<file path="src/rtl/csr_issue_unit.sv">
// csr_issue_unit: commit-side initiator for the CSR access interface.
// Takes one retired Zicsr instruction, issues a single-cycle request to the
// CSR file, and returns a writeback or an illegal-instruction exception. A
// watchdog turns a missing response into an exception.
module csr_issue_unit #(
  parameter int unsigned TAG_W   = 6,
  parameter int unsigned TIMEOUT = 15
) (
  input  logic             cpu_clock_i,
  input  logic             cpu_resetn_i,
  input  logic             csr_valid_i,
  output logic             csr_ready_o,
  input  logic [2:0]       csr_funct3_i,
  input  logic [11:0]      csr_address_i,
  input  logic [31:0]      csr_rs1_data_i,
  input  logic [4:0]       csr_uimm_i,
  input  logic             csr_rd_valid_i,
  input  logic [TAG_W-1:0] csr_dest_i,
  output logic             tmu_valid_o,
  output logic [11:0]      tmu_address_o,
  output logic [1:0]       tmu_opcode_o,
  output logic             tmu_wr_en_o,
  output logic [31:0]      tmu_data_o,
  input  logic             tmu_done_i,
  input  logic             tmu_excp_i,
  input  logic [31:0]      tmu_data_i,
  output logic             wb_valid_o,
  output logic [TAG_W-1:0] wb_dest_o,
  output logic [31:0]      wb_data_o,
  output logic             excp_valid_o,
  output logic             busy_o
);

  localparam int unsigned CNT_W = $clog2(TIMEOUT + 1);
  localparam logic [CNT_W-1:0] CNT_LAST = CNT_W'(TIMEOUT - 1);
  localparam logic [CNT_W-1:0] CNT_MAX  = CNT_W'(TIMEOUT);

  typedef enum logic [1:0] {IDLE, ISSUE, WAIT, RESP} state_t;

  state_t           state, state_next;
  logic             fault;
  logic             rd_valid;
  logic [CNT_W-1:0] cnt;

  logic illegal;
  assign illegal = (csr_funct3_i[1:0] == 2'b00);

  assign csr_ready_o = (state == IDLE);
  assign busy_o      = (state != IDLE);

  // State register.
  always_ff @(posedge cpu_clock_i or negedge cpu_resetn_i) begin
    if (!cpu_resetn_i) state <= IDLE;
    else               state <= state_next;
  end

  // Next-state selection.
  // An illegal funct3 still passes through ISSUE (with no strobe) so its
  // exception lands two cycles after the handshake; ISSUE then skips WAIT.
  always_comb begin
    state_next = state;
    unique case (state)
      IDLE:  if (csr_valid_i) state_next = ISSUE;
      ISSUE: state_next = fault ? RESP : WAIT;
      WAIT:  if (tmu_done_i || (cnt == CNT_LAST)) state_next = RESP;
      RESP:  state_next = IDLE;
      default: state_next = IDLE;
    endcase
  end

  // Request latching, watchdog, response capture and registered strobes.
  // Strobes are registered on entry to ISSUE/RESP so they coincide with
  // those states.
  always_ff @(posedge cpu_clock_i or negedge cpu_resetn_i) begin
    if (!cpu_resetn_i) begin
      tmu_valid_o   <= 1'b0;
      tmu_address_o <= '0;
      tmu_opcode_o  <= '0;
      tmu_wr_en_o   <= 1'b0;
      tmu_data_o    <= '0;
      wb_valid_o    <= 1'b0;
      wb_dest_o     <= '0;
      wb_data_o     <= '0;
      excp_valid_o  <= 1'b0;
      fault         <= 1'b0;
      rd_valid      <= 1'b0;
      cnt           <= '0;
    end else begin
      tmu_valid_o  <= 1'b0;
      wb_valid_o   <= 1'b0;
      excp_valid_o <= 1'b0;
      unique case (state)
        IDLE: begin
          if (csr_valid_i) begin
            tmu_address_o <= csr_address_i;
            tmu_opcode_o  <= csr_funct3_i[1:0];
            tmu_wr_en_o   <= (csr_funct3_i[1:0] == 2'b01) || (csr_uimm_i != '0);
            tmu_data_o    <= csr_funct3_i[2] ? {27'b0, csr_uimm_i} : csr_rs1_data_i;
            wb_dest_o     <= csr_dest_i;
            rd_valid      <= csr_rd_valid_i;
            fault         <= illegal;
            tmu_valid_o   <= !illegal;
          end
        end
        ISSUE: begin
          cnt <= '0;
          if (fault) excp_valid_o <= 1'b1;
        end
        WAIT: begin
          if (tmu_done_i) begin
            fault        <= tmu_excp_i;
            wb_data_o    <= tmu_data_i;
            excp_valid_o <= tmu_excp_i;
            wb_valid_o   <= !tmu_excp_i && rd_valid;
          end else begin
            cnt <= (cnt == CNT_MAX) ? cnt : cnt + 1'b1;
            if (cnt == CNT_LAST) begin
              fault        <= 1'b1;
              excp_valid_o <= 1'b1;
            end
          end
        end
        RESP: ;
        default: ;
      endcase
    end
  end

endmodule

</file>
<file path="config.mk">
export PLATFORM = sky130hd
export DESIGN_NAME = csr_issue_unit
export DESIGN_NICKNAME = d
export VERILOG_FILES = /design/src/rtl/csr_issue_unit.sv
export SDC_FILE = /design/constraint.sdc
export NUM_CORES = 1
export LEC_CHECK = 0
export CAP_MARGIN = 20
export CELL_PAD_IN_SITES_DETAIL_PLACEMENT = 2
export CELL_PAD_IN_SITES_GLOBAL_PLACEMENT = 2
export CORE_AREA = 2 2 129 131
export DETAILED_ROUTE_END_ITERATION = 7
export DIE_AREA = 0 0 131 133
export GPL_ROUTABILITY_DRIVEN = 0
export GPL_TIMING_DRIVEN = 0
export PLACE_DENSITY = 0.8
export SYNTH_ARGS = -nofsm -noshare
export SYNTH_HDL_FRONTEND = slang
export SYNTH_SLANG_ARGS = --single-unit
</file>
<file path="constraint.sdc">
create_clock -name cpu_clock_i -period 2.1 [get_ports cpu_clock_i]
set_input_delay 0.42 -clock cpu_clock_i [delete_from_list [all_inputs] [get_ports cpu_clock_i]]
set_output_delay 0.42 -clock cpu_clock_i [all_outputs]
set_load 0.01 [all_outputs]
</file>
==> results.yml, run 1 <==
outcome:
  status: "complete, no violations"
global_routing:
  grt_max_degree: 69
  grt_first_pass_wirelength_mm: 20.8
  track_usage_pct: 15.7
  grt.overflow.total: 0
  antenna_found_initial: 0
  grt_pass1_vias: 3697
clocking:
  clockBufferDepth: 2
  cts_tree: "yes"
  clock_sinks: 96
  htree_levels: 3
  clockRootBuffer: "clkbuf_16"
  clkTransAtPathRegs_ps: 70
  clock_insertion_delay_worst_skew_ps: 350
  cts_made_buffers: 9
sta:
  tightest_slew_ps: 514
  period_needed_ps: 2010
  fin_crit_sh_pct: 95.6
  max_freq_mhz: 498
  fin_setup_tns_ps: 0
  finalHoldViolCount: 0
  rsz0062_at_grt: "false"
  setup-violations-final: 0
  skew_ps: 6.43
  drv_slew: 0
  whs_ps: 6.60
  slew_headroom_pct: 65.7
final_layout:
  layout-drive-gt1-share_pct: 17.0
  syn2layout_area_growth_pct: 60.7
  final_core_util_pct: 40.7
  final_nets: 621
  diodes: 0
  instances_no_fill: 744
  fill_cells: 1657
  final_cell_area_um2: 6590
logic_synthesis:
  ys_ff_latch: 96
  yosys_most_used_dff: "dfrtp_1"
  yosysSeqAreaShare_pct: 58.6
  ys_types: 31
  synthesis.area_um2: 4100
  yosysWarnings: 0
  synthCells: 320
  synthArstFlopShare_pct: 100
  synth-edff-count: 0
  syn_area_per_cell_um2: 12.8
  postSynthNetCount: 422
worst_setup_path:
  cp-end-kind: "output port"
  critical_path.max_fanout: 5
  crit_chain: "inv_1 > ha_4 > clkdlybuf4s50_1"
  worst-path-buf-inv: 2
  critPathLaunchType: "register"
  critPathKind: "reg -> out"
  crit_family: "buffers and inverters"
  cp_slowest_stage_delay_ps: 530
  cp_slowest_cell: "clkdlybuf4s50_1"
  worst_ep_arrival_time_ps: 1590
  worstPathRequired_ps: 1680
route:
  viasPerCell: 4.35
  drt-total-wl_mm: 13.3
  drc: 0
  wl_per_cell_um: 17.9
  drt_iter0_drc: 49
  via_count: 3237
  first_pass_iters: 3
  antenna_left: 0
placement:
  hpwlAfterDp_mm: 10.0
  port_buffers: 185
  placed_cells: 726
  dpl-instance-area_um2: 6250
hold_path:
  worstHoldPathType: "in -> async"
pwr:
  peakVddDrop_uv: 589
  internal_power_mw: 6.31
  switchingPower_mw: 2.97
  p_comb_share_pct: 46.7
  clockPowerShare_pct: 18.4
  p_per_area_nw_per_um2: 1410
  p_leak_nw: 2.86
  seqPwrFrac_pct: 34.9
  swShare_pct: 32.0
die:
  dieHeight_um: 133
  rows: 47
  core_area_um2: 16200
  start_util_pct: 25.4
  ios: 186
  die-area_um2: 17400
  die_w_um: 131
run:
  cap_viol_max_count: 0
[synthesized netlist by cell type, types with 2 or more instances]
cell type	count	area share (%)
and3_1	2	0.31
nor3_1	3	0.37
nand2b_1	30	4.6
dfrtp_1	96	59
mux2i_1	6	1.5
ha_1	6	1.8
nor2_1	3	0.27
nand2_1	37	3.4
mux2_2	25	6.9
buf_6	4	1.1
nand3_1	2	0.24
inv_1	7	0.64
a21oi_1	3	0.37
mux2_4	29	11
o211ai_1	4	0.73
clkbuf_1	7	0.64
buf_2	4	0.49
o21ai_0	37	4.5
nor2b_1	2	0.31
a211oi_1	2	0.37
[per-stage QoR]
stage               power [mW]  setup WS, ps
floorplan                 5.13           535
global placement          7.39         -3230
detailed placement        7.60          83.6
CTS                       9.41          16.3
global route              9.90          11.1
finish                    9.28          91.6
[worst paths after layout]
check	end	slack [ps]	cells after the start	start
setup / recovery	csr_ready_o	90	3	state[1]
max in group asynchronous	tmu_data_o[17]	1400	2	cpu_resetn_i
hold reg to reg	tmu_data_o[22]	480	2	tmu_data_o[22]
min in group cpu_clock_i	tmu_data_o[22]	480	2	tmu_data_o[22]
hold / removal	wb_data_o[21]	7	1	cpu_resetn_i
setup reg to reg	tmu_address_o[5]	370	5	state[0]
[cells in the final DEF, fill, tap and decap left out, types with 2 or more instances in the layout]
| cell type | synthesis | final |
|---|---|---|
| nand2b_1 | 30 | 30 |
| o211ai_1 | 4 | 4 |
| buf_6 | 4 | 4 |
| o21ai_0 | 37 | 37 |
| buf_4 | 1 | 4 |
| buf_2 | 4 | 4 |
| nor3_1 | 3 | 3 |
| inv_1 | 7 | 6 |
| nor2b_1 | 2 | 2 |
| and3_1 | 2 | 2 |
| a21oi_1 | 3 | 3 |
| a211oi_1 | 2 | 2 |
| clkbuf_1 | 7 | 7 |
| nand3_1 | 2 | 2 |
| mux2i_1 | 6 | 6 |
| mux2_4 | 29 | 29 |
| nor2_1 | 3 | 3 |
| mux2_2 | 25 | 25 |
| clkdlybuf4s50_1 | 0 | 184 |
| dfrtp_1 | 96 | 96 |
| clkbuf_16 | 0 | 9 |
| nand2_1 | 37 | 37 |
| ha_1 | 6 | 5 |
| clkinv_4 | 0 | 3 |
[registers in the layout, indices dropped and copies added (netlist names)]
signal / flops
tmu_data_o: 32
wb_data_o: 32
tmu_address_o: 12
wb_dest_o: 6
cnt: 4
state: 2
tmu_opcode_o: 2
excp_valid_o: 1
fault: 1
rd_valid: 1
tmu_valid_o: 1
tmu_wr_en_o: 1
wb_valid_o: 1
[repair_timing]
item,4_1_cts,5_1_grt
hold buffers,0,0
gates resized for setup,2,1
pin swaps,0,0
cloned,0,0
setup buffers,0,2
endpoints found under the setup margin,2,2
[cell type report]
type / instances / area, um^2 / area share, %
tap: 220 / 275 / 4.18
sequential: 96 / 2400 / 36.5
inverter: 7 / 26.3 / 0.399
clock inverter: 6 / 68.8 / 1.04
multi-input combinational: 201 / 1590 / 24.1
buffer: 16 / 98.8 / 1.50
clock buffer: 10 / 239 / 3.63
timing repair buffer: 188 / 1890 / 28.7
[power groups by stage]
stage / Sequential [mW] / Combinational, mW / Clock (mW)
floorplan: 3.58 / 1.54 / 0
finish: 3.24 / 4.33 / 1.71
global route: 3.35 / 4.71 / 1.84
global placement: 3.20 / 4.19 / 0
CTS: 3.26 / 4.39 / 1.77
detailed placement: 3.28 / 4.32 / 0
[routing by layer]
layer	global-route usage [%]	part of all wire, %
met5	0	0
met1	18.3	39
met2	26.5	50
met3	6.47	9.7
met4	4.26	1.5
[cells by family (layout without fill, tap and decap cells)]
group / count (synthesis) / after routing / synth area share (%)
buffers and inverters: 23 / 227 / 3.05
AND/OR/NAND/NOR: 86 / 86 / 11.0
flip-flops: 96 / 96 / 58.6
multiplexers: 60 / 60 / 19.0
AO/OA/AOI/OAI: 49 / 49 / 6.59
adder cells (fa/ha/maj): 6 / 6 / 1.83
(Power assumes the default switching activity.)
==> inputs of run 2 (changes only) <==
--- a/config.mk
+++ b/config.mk
@@ -9,6 +9,7 @@
 export CELL_PAD_IN_SITES_DETAIL_PLACEMENT = 2
 export CELL_PAD_IN_SITES_GLOBAL_PLACEMENT = 2
 export CORE_AREA = 2 2 129 131
+export CTS_BUF_LIST = sky130_fd_sc_hd__clkbuf_8 sky130_fd_sc_hd__clkbuf_16
 export DETAILED_ROUTE_END_ITERATION = 7
 export DIE_AREA = 0 0 131 133
 export GPL_ROUTABILITY_DRIVEN = 0
==> constraint.sdc (replaced) <==
create_clock -name cpu_clock_i -period 2.1 [get_ports cpu_clock_i]
set_input_delay 0.42 -clock cpu_clock_i [delete_from_list [all_inputs] [get_ports cpu_clock_i]]
set_output_delay 0.42 -clock cpu_clock_i [all_outputs]
set_load 0.05 [all_outputs]
==> run 2 against run 1 <==
- combinational power grew 58%
- worst hold slack hardly changed
- setup slack better by 32 ps
- clock skew decreased by 0.66 ps
- fmax increased by 1.6%
==> results.yml, run 2 (synthesis gave the netlist of run 1 again) <==
global_routing:
  track_usage_pct: 15.7
  grt.overflow.total: 0
  grt_pass1_vias: 3697
  grt_max_degree: 69
  grt_first_pass_wirelength_mm: 20.8
  antenna_found_initial: 0
final_layout:
  top_regs: "tmu_data_o (32), wb_data_o (32), tmu_address_o (12)"
  final_common_cell: "clkdlybuf4s50_1"
  final_cell_area_um2: 6560
  final_nets: 619
  diodes: 0
  syn2layout_area_growth_pct: 60.1
  layout_common_cells: "clkdlybuf4s50_1 (182), dfrtp_1 (96), nand2_1 (37), o21ai_0 (37), nand2b_1 (30)"
  layout-drive-gt1-share_pct: 16.9
sta:
  tightest_slew_ps: 560
  drv_slew: 0
  period_needed_ps: 1980
  fin_setup_tns_ps: 0
  fin_crit_sh_pct: 94.1
  slew_headroom_pct: 62.6
  rsz0062_at_grt: "false"
  max_freq_mhz: 506
  skew_ps: 5.77
  finalHoldViolCount: 0
  setup-violations-final: 0
clocking:
  clock_insertion_delay_worst_skew_ps: 350
  cts_made_buffers: 9
  cts_hold_buf: 0
  clkTransAtPathRegs_ps: 70
  post_cts_buffers: 0
  clockRootBuffer: "clkbuf_16"
  clockBufferDepth: 2
  htree_levels: 3
  cts_tree: "yes"
  clock_sinks: 96
worst_setup_path:
  critPathKind: "reg -> out"
  worst-path-buf-inv: 1
  timing.rr.start: "state[0]"
  worstPathRequired_ps: 1680
  r2r_cells: 5
  cp-end-kind: "output port"
  crit_end: "wb_data_o[16]"
  critical_path.max_fanout: 2
  worst_ep_arrival_time_ps: 1560
  path_depth: 1
  timing.rr.end: "tmu_address_o[5]"
  cp_slowest_cell: "clkdlybuf4s50_1"
  crit_chain: "clkdlybuf4s50_1"
  cp_slowest_stage_delay_ps: 830
  crit_family: "buffers and inverters"
  r2r_slack_ps: 240
  critPathLaunchType: "register"
  crit_start: "wb_data_o[16]"
route:
  wl_per_cell_um: 17.9
  drt_iter0_drc: 49
  antenna_left: 0
  via_count: 3230
  drt-total-wl_mm: 13.3
  first_pass_iters: 3
  drc: 0
  viasPerCell: 4.35
die:
  start_util_pct: 25.4
  die-area_um2: 17400
  die_w_um: 131
  core_area_um2: 16200
  rows: 47
  ios: 186
  dieHeight_um: 133
placement:
  hpwlAfterDp_mm: 10.0
  port_buffers: 185
  dpl-instance-area_um2: 6250
run:
  cap_viol_max_count: 0
pwr:
  p_per_area_nw_per_um2: 1800
  peakVddDrop_uv: 716
  p_leak_nw: 2.86
hold_path:
  worstHoldPathType: "in -> async"
outcome:
  status: "complete, no violations"
run 2: cell count changes in the layout (fill, tap and decap cells not counted):
cell / change
buf_4: -2
clkbuf_1: -1
clkbuf_2: +1
clkdlybuf4s15_2: +2
clkdlybuf4s50_1: -2
ha_1: +1
ha_4: -1
inv_1: +1
inv_2: -1
run 2: stage by stage:
step | util [%] | setup slack [ps] | cells | hold slack, ps | total power [mW]
global route | 40.6 | 26.8 | 742 | 30.8 | 12.4
floorplan | - | 186 | 320 | 124 | 7.68
global placement | 38.5 | -3230 | 725 | 461 | 9.97
finish | 40.6 | 123 | 742 | 6.28 | 11.8
detailed placement | 38.7 | 63.8 | 726 | 397 | 10.2
CTS | 40.6 | 106 | 742 | 16.1 | 12.0
run 2: timing repair:
item,CTS,global route
endpoints found under the setup margin,2,2
cloned,0,0
resized for setup,6,2
run 2: area by class of cell:
cell class	instances	area, um^2
timing repair buffer	186	1880
multi-input combinational	201	1570
tap	220	275
inverter	7	26.3
sequential	96	2400
buffer	16	100
clock buffer	10	239
clock inverter	6	68.8
fill	1659	9610
run 2: worst min-delay path by stage:
stage / startpoint / endpoint / slack, ps / cells after the start
final: cpu_resetn_i / wb_data_o[21] / 6 / 1
after global routing: cpu_resetn_i / wb_data_o[23] / 30 / 1
after CTS: cpu_resetn_i / wb_data_o[18] / 20 / 1
after detailed placement: cpu_resetn_i / wb_data_o[18] / 400 / 1
after global placement: tmu_data_o[24] / tmu_data_o[24] / 460 / 2
after floorplan: cpu_resetn_i / cnt[0] / 120 / 0
run 2: power breakdown:
group,total (mW),switching (mW),internal [mW]
combinational,6.84,4.29,2.55
sequential,3.24,0.510,2.73
clock,1.71,0.748,0.961
total,11.8,5.55,6.24
run 2: routing by layer:
layer	GRT usage [%]	up-vias	routed length, um
li1	-	1475	-
met3	6.47	15	1290
met5	0	-	0
met1	18.3	1607	5230
met2	26.4	133	6560
met4	4.26	0	198
